--- src/rtl/uart_boot_loader_if.sv ---
// ---------------------------------------------------------------------------
// uart_boot_loader_if
//
// Groups the UART RX handshake and the RAM write port used by the boot loader.
//
// Signals:
//   rx_valid   UART RX holds an unread byte          (RX    -> loader)
//   rx_rdata   UART RX byte                          (RX    -> loader)
//   rx_re      consume the RX byte this cycle        (loader -> RX)
//   ram_we     one-cycle RAM word-write strobe       (loader -> RAM)
//   ram_addr   RAM byte address, word aligned        (loader -> RAM)
//   ram_wdata  RAM write data                        (loader -> RAM)
//
// Modports:
//   master  the loader side (drives rx_re and the RAM port)
//   slave   the environment side (UART RX model plus RAM)
// ---------------------------------------------------------------------------
interface uart_boot_loader_if;
    logic        rx_valid;
    logic [7:0]  rx_rdata;
    logic        rx_re;
    logic        ram_we;
    logic [31:0] ram_addr;
    logic [31:0] ram_wdata;

    modport master (
        input  rx_valid,
        input  rx_rdata,
        output rx_re,
        output ram_we,
        output ram_addr,
        output ram_wdata
    );

    modport slave (
        output rx_valid,
        output rx_rdata,
        input  rx_re,
        input  ram_we,
        input  ram_addr,
        input  ram_wdata
    );
endinterface

--- src/rtl/uart_boot_loader.sv ---
// ---------------------------------------------------------------------------
// uart_boot_loader
//
// Boot-time program loader sitting between the UART receiver and on-chip RAM.
// The core is held in reset while a length-prefixed image arrives on the RX
// byte stream. The first four bytes give the image length L in words
// (little-endian); the following 4*L bytes are packed little-endian into
// 32-bit words and written to consecutive RAM word addresses starting at
// BASE_ADDR. Once the last word has been written the core reset is released.
// A length of zero releases the core at once; a length above MAX_WORDS aborts
// the load, after which RX bytes are drained and discarded.
//
// Optional feature (macro BOOT_CHECKSUM_EN):
//   A running XOR of every byte taken during the length and data phases is
//   kept. After the image, one more byte is taken and compared against the
//   XOR: a match releases the core, a mismatch aborts the load.
//   With the macro undefined there is no checksum phase and no XOR register.
//
// Parameters:
//   BASE_ADDR  RAM byte address of word 0 of the image
//   MAX_WORDS  largest accepted image length in words
//   CNT_W      word counter width, 2**CNT_W must exceed MAX_WORDS
//
// Ports:
//   clk_i        system clock
//   rst_ni       synchronous active-low reset
//   bus          uart_boot_loader_if.master: RX handshake and RAM write port
//   core_rst_no  active-low core reset, 0 = core held in reset
//   busy_o       loader is still taking the image
//   done_o       image loaded, core released
//   err_o        load aborted
//   words_o      number of words written so far
// ---------------------------------------------------------------------------
module uart_boot_loader #(
    parameter logic [31:0] BASE_ADDR = 32'h0000_0000,
    parameter int unsigned MAX_WORDS = 1024,
    parameter int unsigned CNT_W     = 16
) (
    input  logic               clk_i,
    input  logic               rst_ni,
    uart_boot_loader_if.master bus,
    output logic               core_rst_no,
    output logic               busy_o,
    output logic               done_o,
    output logic               err_o,
    output logic [CNT_W-1:0]   words_o
);

    // -----------------------------------------------------------------------
    // State encoding
    // -----------------------------------------------------------------------
    localparam logic [2:0] ST_LEN  = 3'd0;
    localparam logic [2:0] ST_DATA = 3'd1;
    localparam logic [2:0] ST_DONE = 3'd3;
    localparam logic [2:0] ST_ERR  = 3'd4;
`ifdef BOOT_CHECKSUM_EN
    localparam logic [2:0] ST_CSUM = 3'd2;
    // The image is followed by a checksum byte before the core is released.
    localparam logic [2:0] ST_FIN  = ST_CSUM;
`else
    localparam logic [2:0] ST_FIN  = ST_DONE;
`endif

    // -----------------------------------------------------------------------
    // Registers
    // -----------------------------------------------------------------------
    logic [2:0]       state_q,     state_d;
    logic [1:0]       byte_idx_q,  byte_idx_d;
    logic [23:0]      shift_q,     shift_d;      // lanes 0..2; lane 3 comes straight from RX
    logic [CNT_W-1:0] len_q,       len_d;
    logic [CNT_W-1:0] word_cnt_q,  word_cnt_d;
    logic             ram_we_q,    ram_we_d;
    logic [31:0]      ram_addr_q,  ram_addr_d;
    logic [31:0]      ram_wdata_q, ram_wdata_d;
`ifdef BOOT_CHECKSUM_EN
    logic [7:0]       csum_q,      csum_d;
`endif

    // -----------------------------------------------------------------------
    // Byte acceptance
    // -----------------------------------------------------------------------
    logic        accepting;
    logic        take;
    logic [31:0] word_asm;
    logic [31:0] word_cnt_ext;
    logic [CNT_W-1:0] cnt_inc;

    always_comb begin
        accepting = 1'b0;
        case (state_q)
            ST_LEN, ST_DATA: accepting = 1'b1;
`ifdef BOOT_CHECKSUM_EN
            ST_CSUM:         accepting = 1'b1;
`endif
            // Drain bytes after an abort so the UART does not overrun.
            ST_ERR:          accepting = 1'b1;
            // In DONE the bytes belong to the core's own UART driver.
            default:         accepting = 1'b0;
        endcase
    end

    assign take         = bus.rx_valid & accepting;
    assign word_asm     = {bus.rx_rdata, shift_q};
    assign word_cnt_ext = 32'(word_cnt_q);
    assign cnt_inc      = word_cnt_q + CNT_W'(1);

    // -----------------------------------------------------------------------
    // Next-state logic
    // -----------------------------------------------------------------------
    always_comb begin
        state_d     = state_q;
        byte_idx_d  = byte_idx_q;
        shift_d     = shift_q;
        len_d       = len_q;
        word_cnt_d  = word_cnt_q;
        ram_we_d    = 1'b0;
        ram_addr_d  = ram_addr_q;
        ram_wdata_d = ram_wdata_q;
`ifdef BOOT_CHECKSUM_EN
        csum_d      = csum_q;
`endif

        if (take) begin
            case (state_q)
                ST_LEN, ST_DATA: begin
                    byte_idx_d = byte_idx_q + 2'd1;
`ifdef BOOT_CHECKSUM_EN
                    csum_d = csum_q ^ bus.rx_rdata;
`endif
                    case (byte_idx_q)
                        2'd0: shift_d[7:0]   = bus.rx_rdata;
                        2'd1: shift_d[15:8]  = bus.rx_rdata;
                        2'd2: shift_d[23:16] = bus.rx_rdata;
                        default: begin
                            if (state_q == ST_LEN) begin
                                if (word_asm == 32'd0) begin
                                    state_d = ST_FIN;
                                end else if (word_asm > MAX_WORDS) begin
                                    state_d = ST_ERR;
                                end else begin
                                    state_d = ST_DATA;
                                    len_d   = word_asm[CNT_W-1:0];
                                end
                            end else begin
                                // Word complete: strobe it out next cycle. The
                                // counter moves with the strobe, and the image
                                // end is detected on the same edge so no stray
                                // byte can slip into DATA after the last word.
                                ram_we_d    = 1'b1;
                                ram_wdata_d = word_asm;
                                ram_addr_d  = BASE_ADDR + (word_cnt_ext << 2);
                                word_cnt_d  = cnt_inc;
                                if (cnt_inc == len_q) begin
                                    state_d = ST_FIN;
                                end
                            end
                        end
                    endcase
                end
`ifdef BOOT_CHECKSUM_EN
                ST_CSUM: begin
                    state_d = (bus.rx_rdata == csum_q) ? ST_DONE : ST_ERR;
                end
`endif
                default: ;  // ERR discards drained bytes
            endcase
        end
    end

    // -----------------------------------------------------------------------
    // State registers, synchronous active-low reset
    // -----------------------------------------------------------------------
    always_ff @(posedge clk_i) begin
        if (!rst_ni) begin
            state_q     <= ST_LEN;
            byte_idx_q  <= 2'd0;
            shift_q     <= 24'd0;
            len_q       <= '0;
            word_cnt_q  <= '0;
            ram_we_q    <= 1'b0;
            ram_addr_q  <= BASE_ADDR;
            ram_wdata_q <= 32'd0;
`ifdef BOOT_CHECKSUM_EN
            csum_q      <= 8'd0;
`endif
        end else begin
            state_q     <= state_d;
            byte_idx_q  <= byte_idx_d;
            shift_q     <= shift_d;
            len_q       <= len_d;
            word_cnt_q  <= word_cnt_d;
            ram_we_q    <= ram_we_d;
            ram_addr_q  <= ram_addr_d;
            ram_wdata_q <= ram_wdata_d;
`ifdef BOOT_CHECKSUM_EN
            csum_q      <= csum_d;
`endif
        end
    end

    // -----------------------------------------------------------------------
    // Outputs
    // -----------------------------------------------------------------------
    assign bus.rx_re     = take;
    assign bus.ram_we    = ram_we_q;
    assign bus.ram_addr  = ram_addr_q;
    assign bus.ram_wdata = ram_wdata_q;

    assign done_o      = (state_q == ST_DONE);
    assign core_rst_no = (state_q == ST_DONE);
    assign err_o       = (state_q == ST_ERR);
`ifdef BOOT_CHECKSUM_EN
    assign busy_o      = (state_q == ST_LEN) || (state_q == ST_DATA) || (state_q == ST_CSUM);
`else
    assign busy_o      = (state_q == ST_LEN) || (state_q == ST_DATA);
`endif
    assign words_o     = word_cnt_q;

endmodule

--- src/flat_wrapper.sv ---
// flat-port wrapper written by rule: the top's interface ports become plain ports
module uart_boot_loader_flat 
#(
    parameter logic [31:0] BASE_ADDR = 32'h0000_0000,
    parameter int unsigned MAX_WORDS = 1024,
    parameter int unsigned CNT_W     = 16
)
  (clk_i, rst_ni, core_rst_no, busy_o, done_o, err_o, words_o, bus_rx_valid, bus_rx_rdata, bus_rx_re, bus_ram_we, bus_ram_addr, bus_ram_wdata);
  uart_boot_loader_if bus_i ();
  input  logic clk_i;
  input  logic rst_ni;
  output logic core_rst_no;
  output logic busy_o;
  output logic done_o;
  output logic err_o;
  output logic [CNT_W-1:0] words_o;
  input wire logic [$bits(bus_i.rx_valid)-1:0] bus_rx_valid;
  input wire logic [$bits(bus_i.rx_rdata)-1:0] bus_rx_rdata;
  output wire logic [$bits(bus_i.rx_re)-1:0] bus_rx_re;
  output wire logic [$bits(bus_i.ram_we)-1:0] bus_ram_we;
  output wire logic [$bits(bus_i.ram_addr)-1:0] bus_ram_addr;
  output wire logic [$bits(bus_i.ram_wdata)-1:0] bus_ram_wdata;
  assign bus_i.rx_valid = bus_rx_valid;
  assign bus_i.rx_rdata = bus_rx_rdata;
  assign bus_rx_re = bus_i.rx_re;
  assign bus_ram_we = bus_i.ram_we;
  assign bus_ram_addr = bus_i.ram_addr;
  assign bus_ram_wdata = bus_i.ram_wdata;
  uart_boot_loader #(.BASE_ADDR(BASE_ADDR), .MAX_WORDS(MAX_WORDS), .CNT_W(CNT_W)) u_core (.clk_i(clk_i), .rst_ni(rst_ni), .bus(bus_i), .core_rst_no(core_rst_no), .busy_o(busy_o), .done_o(done_o), .err_o(err_o), .words_o(words_o));
endmodule
--- config.mk ---
export PLATFORM = sky130hd
export DESIGN_NAME = uart_boot_loader_flat
export DESIGN_NICKNAME = d
export VERILOG_FILES = /design/src/rtl/uart_boot_loader_if.sv /design/src/rtl/uart_boot_loader.sv /design/src/flat_wrapper.sv
export SDC_FILE = /design/constraint.sdc
export NUM_CORES = 1
export LEC_CHECK = 0
export BUFFER_PORTS_ARGS = -buffer_cell sky130_fd_sc_hd__buf_2
export CORE_UTILIZATION = 59
export CTS_CLUSTER_SIZE = 8
export DETAILED_ROUTE_END_ITERATION = 10
export PLACE_DENSITY = 0.85
export SLEW_MARGIN = 20
export SYNTH_ARGS = -nofsm -noshare
export SYNTH_HDL_FRONTEND = slang
export SYNTH_SLANG_ARGS = --single-unit
--- constraint.sdc ---
create_clock -name clk_i -period 4 [get_ports clk_i]
set_input_delay 0.8 -clock clk_i [delete_from_list [all_inputs] [get_ports clk_i]]
set_output_delay 0.8 -clock clk_i [all_outputs]
set_load 0.01 [all_outputs]
==> summary.md, run 1 <==
| Metric | Value |
|---|---|
| Sequential-to-total area share from yosys stat | `0.445` |
| Gr usage total | `0.258` |
| M1 WL | `5070 µm` |
| Via-to-Cell Ratio | `5.41` |
| Worst Min Path Start | `u_core.bus.ram_wdata[12]` |
| Area delta synth->final | `10.8%` |
| Cells after Synth | `585` |
| Xor-xnor portion of the synthesized cell area | `0.0584` |
| Fin. Hold Viols | `0` |
| Outcome | `finished clean` |
| Final setup TNS | `0 ns` |
| Largest family of logic cells by synthesized area | `simple AND/OR/NAND/NOR gates` |
| Setup crit end kind | `flip-flop` |
| Post-CTS sizing | `0` |
| Slew headroom | `0.480` |
| Starting Density | `0.605` |
| Buffer levels on the longest clock path | `2` |
| Reg-to-Reg End | `u_core.state_q[1]` |
| Worst Tran Pin Value | `0.780 ns` |
| Inserted Diodes | `0` |
| Synthesized flop and latch total | `110` |
| Crit path DAT | `2.79 ns` |
| Hpwl dp | `7510 µm` |
| Postcts setup bufs | `0` |
| Total routed wirelength | `10800 µm` |
| # DRC | `0` |
| Max Fclk | `400 MHz` |
| Std cell rows | `33` |
| R2r setup slk | `1.50 ns` |
| Clock Tree Root | `clkbuf_8` |
| Core area | `8180 µm²` |
| Drt first-iter violations | `183` |
| CTS Buf Count | `9` |
| Drt pass-1 iters | `5` |
| First-pass GRT wire length | `17800 µm` |
| Worst Hold End | `u_core.bus.ram_wdata[12]` |
| Layout fillers | `699` |
| Worst-Skew Late Latency | `0.38 ns` |
| Crit Path Max Fanout | `12` |
| Count of final setup violators | `0` |
| Max cap viols | `0` |
| Clock Skew | `0.0120 ns` |
| H-tree depth | `3` |
| Avg Cell Area, Syn | `8.46 µm²` |
| Data required, critical path | `4.29 ns` |
| Hold-fix buffers, CTS | `0` |
| Yosys warns | `0` |
| Antenna Nets Post-Route | `0` |
| Area fraction in compound gates after synthesis | `0.147` |
| Post-synth EDFFs | `0` |
| Leak | `2.15 nW` |
| Pwr Density | `353 nW/µm²` |
| PnR worst setup slack | `1.50 ns` |
| Vias in the first global route | `3723` |
| RSZ-0062 raised after global routing | `no` |
| Tcrit/Tclk final | `0.626` |
| Gpl congestion | `0.838` |
| Largest net degree at the start of global routing | `106` |
| Die area | `8760 µm²` |
| Io pins | `97` |
| Worst-path clk slew | `0.11 ns` |
| Pins Over Slew Limit | `0` |
| Count of clock tree sinks | `110` |
| WHS Path Cells | `2` |
| Hold Path Class | `reg2reg` |
| Critical Path Start Type | `flip-flop` |
| Reg2reg start | `u_core.words_o[0]` |
| Synth Area in Simple Gates | `0.251` |
| Leading area contributor after synthesis | `dfxtp_1` |
| Post-synth ARST share | `0` |
| Met3 WL | `631 µm` |
| Initial antenna violation count | `0` |
| R2R cell count | `7` |
| Placed Instances | `731` |
| Adder-Cell Fraction of Synth Area | `0.0126` |
| Worst IR drop on VDD | `0.196 mV` |
| Post-DR wirelength/cell | `14.5 µm` |
| Via count | `4039` |
| Port bufs | `80` |
| Worst slack, placed | `1.20 ns` |
| Crit path from | `u_core.words_o[0]` |
| Post-synthesis mux area share | `0.0243` |
| Dominant cells by area after synthesis | `dfxtp_1, nand2_1, a21boi_0` |
| Synthesized area | `4950 µm²` |
| Share of the synthesized area in the top cell type | `0.445` |
| Height of the die | `93.6 µm` |
| Non-filler instance count after layout | `747` |
| Highest routed layer | `met4` |
| Final min period | `2.50 ns` |
| Met2 wire length | `4990 µm` |
| Unique masters post-synth | `43` |
| Post-synth top flop | `dfxtp_1` |
| Grt total ovfl | `0` |
| CTS tree | `done` |
| Share of layout cells above drive strength 1 | `0.160` |
| Die X | `93.6 µm` |
| Nets | `653` |
| CP Class | `reg2reg` |
-- layer usage --
layer,GRT usage,vias to the layer above
met5,0,-
met4,0.0641,0
met3,0.0715,12
met2,0.422,123
met1,0.336,1889
li1,-,2015
-- how the worst max path moves through the flow --
stage,end,slack (ns),cells after the start
after floorplan,u_core.words_o[12],1.77,6
after global placement,u_core.words_o[12],1.22,7
after detailed placement,u_core.words_o[12],1.20,7
after CTS,u_core.state_q[1],1.53,7
after global routing,u_core.state_q[1],1.28,7
final,u_core.state_q[1],1.50,7
-- report_power, final --
group	internal, mW	total [mW]	switching, mW
registers	1.11	1.13	0.0173
logic	0.0388	0.105	0.0667
clock network	0.304	0.703	0.399
total	1.45	1.94	0.483
-- cell usage in the layout, fill, tap and decap left out, drive strengths merged, types with 2 or more instances in the layout --
| cell type | synthesis | layout |
|---|---|---|
| nand3 | 8 | 8 |
| o31ai | 2 | 2 |
| and2 | 18 | 18 |
| xnor2 | 25 | 25 |
| clkbuf | 30 | 9 |
| clkinv | 0 | 3 |
| xor2 | 8 | 8 |
| nand3b | 3 | 3 |
| nor2 | 13 | 13 |
| mux2i | 12 | 12 |
| buf | 26 | 82 |
| or3 | 5 | 5 |
| dfxtp | 110 | 110 |
| inv | 4 | 7 |
| nor3b | 4 | 4 |
| a21boi | 78 | 78 |
| and3 | 5 | 5 |
| ha | 5 | 5 |
| nor2b | 13 | 13 |
| nand2 | 159 | 159 |
| conb | 1 | 16 |
| a21oi | 7 | 7 |
| nor4 | 11 | 11 |
| nor3 | 5 | 5 |
| nand2b | 2 | 2 |
| nand4 | 8 | 8 |
| o21ai | 9 | 9 |
-- per-stage QoR --
step | utilization | power (mW) | instance area [µm²] | hold slack (ns)
final | 0.671 | 1.94 | 5480 | 0.466
after global routing | 0.671 | 2.00 | 5480 | 0.488
after CTS | 0.671 | 1.95 | 5480 | 0.470
after detailed placement | 0.645 | 1.25 | 5270 | 0.455
after global placement | 0.645 | 1.25 | 5270 | 0.447
after floorplan | - | 1.23 | 5000 | 0.450
-- synthesized netlist by cell type, drive strengths merged, types with 2 or more instances --
library cell,count
nand2,159
dfxtp,110
a21boi,78
clkbuf,30
buf,26
xnor2,25
and2,18
nor2,13
nor2b,13
mux2i,12
nor4,11
o21ai,9
nand3,8
nand4,8
xor2,8
a21oi,7
and3,5
ha,5
nor3,5
or3,5
inv,4
nor3b,4
nand3b,3
nand2b,2
o31ai,2
-- sequential cells by signal, summed over array words and instances (netlist names) --
name	flops
u_core.bus.ram_wdata	32
u_core.shift_q	24
u_core.bus.ram_addr	16
u_core.len_q	16
u_core.words_o	16
u_core.state_q	3
u_core.byte_idx_q	2
u_core.bus.ram_we	1
-- cell type report --
type                            instances  area (µm²)  share of cell area
Clock inverter                          7        90.1              0.0164
Multi-Input combinational cell        430        2510               0.457
Timing Repair Buffer                   82         415              0.0757
Sequential cell                       110        2200               0.402
Inverter                                4        15.0             0.00274
Tap cell                              105         131              0.0240
Clock buffer                            9         124              0.0226
-- worst max-delay path, stage by stage (launching register included) --
cell,delay [ns]
dfxtp_1,0.51
ha_1,0.31
nand3_1,0.37
nor4_1,0.57
xnor2_1,0.20
and3_1,0.18
nand4_1,0.08
o31ai_1,0.22
-- cell families after synthesis --
kind of cell | after synthesis
and+or+nand+nor | 262
other | 1
muxes | 12
xor gates and xnor gates | 33
buffers and inverters | 60
adders and majority gates | 5
DFF | 110
AOI/OAI and AO/OA | 102
(Power assumes the default switching activity.)
==> run 2: changes to the inputs <==
--- a/config.mk
+++ b/config.mk
@@ -6,10 +6,10 @@
 export NUM_CORES = 1
 export LEC_CHECK = 0
 export BUFFER_PORTS_ARGS = -buffer_cell sky130_fd_sc_hd__buf_2
-export CORE_UTILIZATION = 59
+export CORE_UTILIZATION = 50
 export CTS_CLUSTER_SIZE = 8
 export DETAILED_ROUTE_END_ITERATION = 10
-export PLACE_DENSITY = 0.85
+export PLACE_DENSITY = 0.76
 export SLEW_MARGIN = 20
 export SYNTH_ARGS = -nofsm -noshare
 export SYNTH_HDL_FRONTEND = slang
==> constraint.sdc (replaced) <==
create_clock -name clk_i -period 2.1 [get_ports clk_i]
set_input_delay 0.42 -clock clk_i [delete_from_list [all_inputs] [get_ports clk_i]]
set_output_delay 0.42 -clock clk_i [all_outputs]
set_load 0.01 [all_outputs]
==> run 2 against run 1 <==
  * Clock skew is 0.0057 ns higher
  * Setup slack worse by 1.5 ns
  * First-iteration DRC count is 51% higher
  * Combinational power increased by 120%
  * Core utilization decreased by 5.8 points
  * Final cell count rose by 7.6%
  * Global-route usage is 2.5 points lower
  * Register-to-register slack got worse by 1.5 ns
==> summary.md, run 2 (synthesis results as in run 1) <==
| Metric | Value |
|---|---|
| Placed Instances | `788 (was 731)` |
| Max Fclk | `487 MHz (was 400 MHz)` |
| Crit path from | `u_core.byte_idx_q[0] (was u_core.words_o[0])` |
| Via-to-Cell Ratio | `5.17 (was 5.41)` |
| Worst-path clk slew | `0.12 ns (was 0.11 ns)` |
| Critical Path Start Type | `flip-flop (unchanged)` |
| Drt first-iter violations | `277 (was 183)` |
| Area of the multi-input gates | `2530 µm² (was 2510 µm²)` |
| CP Class | `reg2reg (unchanged)` |
| Worst-Skew Late Latency | `0.37 ns (was 0.38 ns)` |
| Worst IR drop on VDD | `0.312 mV (was 0.196 mV)` |
| Count of final setup violators | `0 (unchanged)` |
| Port bufs | `80 (unchanged)` |
| CTS tree | `done (unchanged)` |
| Largest net degree at the start of global routing | `64 (was 106)` |
| Core area | `9420 µm² (was 8180 µm²)` |
| Inserted Diodes | `0 (unchanged)` |
| Area delta synth->final | `16.7% (was 10.8%)` |
| Drt pass-1 iters | `5 (unchanged)` |
| Final setup TNS | `0 ns (unchanged)` |
| CTS Buf Count | `9 (unchanged)` |
| Reg area | `2200 µm² (about the same)` |
| Grt total ovfl | `0 (unchanged)` |
| Postcts setup bufs | `0 (unchanged)` |
| Commonest non-fill, non-tap cells in the layout | `nand2_1, dfxtp_1, buf_2 (unchanged)` |
| Vias in the first global route | `3837 (was 3723)` |
| Setup crit end kind | `flip-flop (unchanged)` |
| Count of clock tree sinks | `110 (unchanged)` |
| Max cap viols | `0 (unchanged)` |
| Crit Path Max Fanout | `3 (was 12)` |
| First-pass GRT wire length | `19000 µm (was 17800 µm)` |
| Std cell rows | `35 (was 33)` |
| Share of layout cells above drive strength 1 | `0.209 (was 0.160)` |
| Outcome | `finished clean (unchanged)` |
| Reg-to-Reg End | `u_core.words_o[12] (was u_core.state_q[1])` |
| Buffer levels on the longest clock path | `2 (unchanged)` |
| Hold Path Class | `in2reg (was reg2reg)` |
| Hpwl dp | `8380 µm (was 7510 µm)` |
| Starting Density | `0.525 (was 0.605)` |
| Height of the die | `101 µm (was 93.6 µm)` |
| Max reg flops | `32 (unchanged)` |
| PnR worst setup slack | `0.0447 ns (was 1.50 ns)` |
| Pwr Density | `623 nW/µm² (was 353 nW/µm²)` |
| Post-DR wirelength/cell | `14.5 µm (about the same)` |
| # DRC | `0 (unchanged)` |
| Pins Over Slew Limit | `0 (unchanged)` |
| Non-filler instance count after layout | `804 (was 747)` |
| Data required, critical path | `2.42 ns (was 4.29 ns)` |
| Via count | `4160 (was 4039)` |
| Fin. Hold Viols | `0 (unchanged)` |
| Worst slack, placed | `0.0103 ns (was 1.20 ns)` |
| Final min period | `2.06 ns (was 2.50 ns)` |
| Clock Tree Root | `clkbuf_8 (unchanged)` |
| R2r setup slk | `0.04 ns (was 1.50 ns)` |
| Crit path DAT | `2.37 ns (was 2.79 ns)` |
| Total routed wirelength | `11700 µm (was 10800 µm)` |
| Die X | `101 µm (was 93.6 µm)` |
| Clock Skew | `0.0177 ns (was 0.0120 ns)` |
| Placement Cell Area | `5550 µm² (was 5270 µm²)` |
| Gr usage total | `0.233 (was 0.258)` |
| Gpl congestion | `0.898 (was 0.838)` |
| Nets | `686 (was 653)` |
| Final instance area | `5770 µm² (was 5480 µm²)` |
| Die area | `10300 µm² (was 8760 µm²)` |
| Initial antenna violation count | `0 (unchanged)` |
| R2R cell count | `7 (unchanged)` |
| Tcrit/Tclk final | `0.979 (was 0.626)` |
| H-tree depth | `3 (unchanged)` |
| Io pins | `97 (unchanged)` |
| Layout fillers | `841 (was 699)` |
| Reg2reg start | `u_core.byte_idx_q[0] (was u_core.words_o[0])` |
| Most common cell after layout, fill and taps aside | `nand2_1 (unchanged)` |
| End of the critical path | `u_core.words_o[12] (was u_core.state_q[1])` |
| Antenna Nets Post-Route | `0 (unchanged)` |
| Leak | `2.31 nW (was 2.15 nW)` |
-- run 2: cell count changes in the layout (fill, tap and decap cells not counted), sizes merged --
cell / change
buf: +33
bufinv: -1
clkinvlp: +1
-- run 2: where the power goes --
| group | internal (mW) | switching (mW) |
|---|---|---|
| registers | 2.11 | 0.0306 |
| clock network | 0.459 | 0.766 |
| logic | 0.0894 | 0.139 |
-- run 2: critical path, stage by stage (launching register included) --
cell,delay [ns]
dfxtp_2,0.37
ha_4,0.17
nand3b_4,0.09
or3b_4,0.42
or4_4,0.58
nor2_4,0.10
xor2_1,0.15
and2_1,0.14
-- run 2: what timing repair did --
item,in CTS,in global routing
setup endpoints to repair,3,5
gates resized for setup,2,6
hold buffers,0,0
-- run 2: per-layer routing --
metal,vias up,share of wire,GRT usage
met5,-,0,0
met4,0,0.013,0.0870
met3,14,0.049,0.0242
met2,142,0.45,0.352
met1,1931,0.48,0.344
li1,2073,-,-
-- run 2: cell type report --
class / instances / area share
clock buffer: 9 / 0.0215
inverter: 4 / 0.00260
multi-input combinational: 430 / 0.439
sequential: 110 / 0.382
timing repair buffer: 115 / 0.116
clock inverter: 7 / 0.0115
tap: 129 / 0.0280
-- run 2: metrics by stage --
step / hold WS (ns) / utilization / total power, mW
after floorplan: 0.450 / - / 2.35
after global placement: 0.446 / 0.589 / 2.40
after detailed placement: 0.454 / 0.589 / 2.41
after CTS: 0.317 / 0.610 / 3.61
after global routing: 0.335 / 0.613 / 3.72
final: 0.323 / 0.613 / 3.60
-- run 2: worst min path at each step --
stage	start	endpoint	cells past startpoint
2_1_floorplan	u_core.len_q[12]	u_core.len_q[12]	1
3_3_place_gp	u_core.bus.ram_addr[8]	u_core.bus.ram_addr[8]	2
3_5_place_dp	u_core.bus.ram_wdata[19]	u_core.bus.ram_wdata[19]	2
4_1_cts	bus_rx_rdata[7]	u_core.shift_q[7]	3
5_1_grt	bus_rx_rdata[7]	u_core.shift_q[15]	3
6_report	bus_rx_rdata[7]	u_core.shift_q[15]	3
==> run 3: changes to the inputs <==
--- a/config.mk
+++ b/config.mk
@@ -6,10 +6,10 @@
 export NUM_CORES = 1
 export LEC_CHECK = 0
 export BUFFER_PORTS_ARGS = -buffer_cell sky130_fd_sc_hd__buf_2
-export CORE_UTILIZATION = 50
+export CORE_UTILIZATION = 59
 export CTS_CLUSTER_SIZE = 8
 export DETAILED_ROUTE_END_ITERATION = 10
-export PLACE_DENSITY = 0.76
+export PLACE_DENSITY = 0.85
 export SLEW_MARGIN = 20
 export SYNTH_ARGS = -nofsm -noshare
 export SYNTH_HDL_FRONTEND = slang
==> constraint.sdc (replaced) <==
create_clock -name clk_i -period 2.65 [get_ports clk_i]
set_input_delay 0.53 -clock clk_i [delete_from_list [all_inputs] [get_ports clk_i]]
set_output_delay 0.53 -clock clk_i [all_outputs]
set_load 0.01 [all_outputs]
==> run 3 against run 2 <==
  * Combinational power is 29% lower
  * Final cell count is 6.3% lower
  * Cell area is 4.4% lower
  * First-iteration DRC count is 31% lower
  * Critical path type unchanged
  * Core utilization is 6.2 points higher
  * Flip-flop and latch count stayed put
  * Highest routed layer unchanged
  * Wire length is 5.2% lower
  * Clock skew is 0.0057 ns lower
  * Clock power is 15% lower
  * Sequential share of layout area is 1.7 points higher
  * Setup slack better by 0.28 ns
==> summary.md, run 3 (synthesis results as in run 1) <==
| Metric | Value |
|---|---|
| Worst-Skew Late Latency | `0.37 ns (about the same)` |
| Final setup TNS | `0 ns (unchanged)` |
| Count of final setup violators | `0 (unchanged)` |
| # DRC | `0 (unchanged)` |
| Slew headroom | `0.615` |
| First-pass GRT wire length | `17900 µm (was 19000 µm)` |
| Largest net degree at the start of global routing | `57 (was 64)` |
| CP Cell Sequence | `ha_1 > nand3_1 > nor4_1 > xnor2_1 > and3_1 > nand4_1 > o31ai_1 (was ha_4 > nand3b_4 > or3b_4 > or4_4 > nor2_4 > xor2_1 > and2_1)` |
| Worst IR drop on VDD | `0.283 mV (was 0.312 mV)` |
| CP Class | `reg2reg (unchanged)` |
| Crit Path Max Fanout | `12 (was 3)` |
| Via-to-Cell Ratio | `5.32 (was 5.17)` |
| Via count | `4006 (was 4160)` |
| Met1 Use GR | `0.376 (was 0.344)` |
| Area delta synth->final | `11.6% (was 16.7%)` |
| R2r setup slk | `0.33 ns (was 0.04 ns)` |
| Postcts setup bufs | `0 (unchanged)` |
| Hpwl dp | `7680 µm (was 8380 µm)` |
| Starting Density | `0.605 (was 0.525)` |
| Grt total ovfl | `0 (unchanged)` |
| Commonest non-fill, non-tap cells in the layout | `nand2_1, dfxtp_1, buf_2 (unchanged)` |
| Total routed wirelength | `11100 µm (was 11700 µm)` |
| CTS tree | `done (unchanged)` |
| Io pins | `97 (unchanged)` |
| Max cap viols | `0 (unchanged)` |
| Outcome | `finished clean (unchanged)` |
| CTS Buf Count | `9 (unchanged)` |
| Worst Tran Pin Value | `0.577 ns` |
| Max reg flops | `32 (unchanged)` |
| Hold Path Class | `in2reg (unchanged)` |
| Data required, critical path | `2.94 ns (was 2.42 ns)` |
| Drt pass-1 iters | `4 (was 5)` |
| Non-filler instance count after layout | `753 (was 804)` |
| Drt first-iter violations | `192 (was 277)` |
| Met2 Use GR | `0.409 (was 0.352)` |
| Initial antenna violation count | `0 (unchanged)` |
| Clock Skew | `0.0120 ns (was 0.0177 ns)` |
| Most common cell after layout, fill and taps aside | `nand2_1 (unchanged)` |
| Height of the die | `93.6 µm (was 101 µm)` |
| Fin. Hold Viols | `0 (unchanged)` |
| Tcrit/Tclk final | `0.877 (was 0.979)` |
| Antenna Nets Post-Route | `0 (unchanged)` |
| Post-CTS sizing | `0 (was 2)` |
| Clock Tree Root | `clkbuf_8 (unchanged)` |
| Final min period | `2.32 ns (was 2.06 ns)` |
| Crit path DAT | `2.61 ns (was 2.37 ns)` |
| Inserted Diodes | `0 (unchanged)` |
| Worst-path clk slew | `0.11 ns (was 0.12 ns)` |
| Critical Path Start Type | `flip-flop (unchanged)` |
| Pwr Density | `526 nW/µm² (was 623 nW/µm²)` |
| Gpl congestion | `0.884 (was 0.898)` |
| Placed Instances | `737 (was 788)` |
| M3 GR Usage | `0.0341 (was 0.0242)` |
| Die X | `93.6 µm (was 101 µm)` |
| Nets | `659 (was 686)` |
| Slowest-stage cell, CP | `nor4_1 (was or4_4)` |
| Die area | `8760 µm² (was 10300 µm²)` |
| Leak | `2.18 nW (was 2.31 nW)` |
| Setup crit end kind | `flip-flop (unchanged)` |
| Core area | `8180 µm² (was 9420 µm²)` |
| Layer with the highest usage | `met2 (unchanged)` |
| H-tree depth | `3 (unchanged)` |
| RSZ-0062 raised after global routing | `no` |
| Share of layout cells above drive strength 1 | `0.167 (was 0.209)` |
| Buffer levels on the longest clock path | `2 (unchanged)` |
| CP max stage delay | `0.53 ns (was 0.58 ns)` |
| Vias in the first global route | `3604 (was 3837)` |
| Count of clock tree sinks | `110 (unchanged)` |
| Std cell rows | `33 (was 35)` |
| Port bufs | `80 (unchanged)` |
| Pins Over Slew Limit | `0 (unchanged)` |
| Max Fclk | `430 MHz (was 487 MHz)` |
| Post-DR wirelength/cell | `14.7 µm (was 14.5 µm)` |
| Hold-fix buffers, CTS | `0 (unchanged)` |
| Gr usage total | `0.263 (was 0.233)` |
## run 3: cell type report
class	instances	area, µm²
Timing Repair Buffer	88	460
Tap cell	105	131
Clock buffer	10	128
Clock inverter	6	77.6
Fill cell	702	2660
Sequential cell	110	2200
Inverter	4	15.0
Multi-Input combinational cell	430	2510
## run 3: worst paths after layout
kind | start | to | depth (start not counted)
worst max-delay path | u_core.words_o[0] | u_core.state_q[1] | 7
worst min-delay path | bus_rx_rdata[0] | u_core.shift_q[16] | 3
worst max register to register | u_core.words_o[0] | u_core.state_q[1] | 7
worst min register to register | u_core.bus.ram_addr[11] | u_core.bus.ram_addr[11] | 2
## run 3: metrics by stage
step	power [mW]	utilization	hold slack [ns]	worst slack [ns]	instance area, µm²
3_3_place_gp	1.89	0.650	0.445	0.451	5320
6_report	2.90	0.675	0.443	0.325	5520
2_1_floorplan	1.86	-	0.450	0.644	5000
5_1_grt	3.00	0.675	0.447	0.130	5520
4_1_cts	2.92	0.675	0.435	0.315	5520
3_5_place_dp	1.89	0.650	0.452	0.357	5320
## run 3: power breakdown
| part | total, mW | switching, mW | internal, mW | leakage, nW |
|---|---|---|---|---|
| sequential | 1.70 | 0.0238 | 1.67 | 0.888 |
| combinational | 0.162 | 0.103 | 0.0595 | 1.19 |
| clock | 1.04 | 0.587 | 0.454 | 0.101 |
| total | 2.90 | 0.713 | 2.19 | 2.18 |
## run 3: layer usage
metal  vias to the layer above  part of all wire
li1                       2020                 -
met5                         -                 0
met1                      1842              0.47
met3                        14             0.061
met2                       130              0.45
met4                         0             0.014
## run 3: worst max-delay path, delay by kind of cell, from the launching register on
| kind | cells | cell delay, ns |
|---|---|---|
| simple gates | 4 | 1.13 |
| compound gates | 1 | 0.19 |
| flops | 1 | 0.47 |
| fa+ha+maj | 1 | 0.28 |
| xor+xnor | 1 | 0.17 |
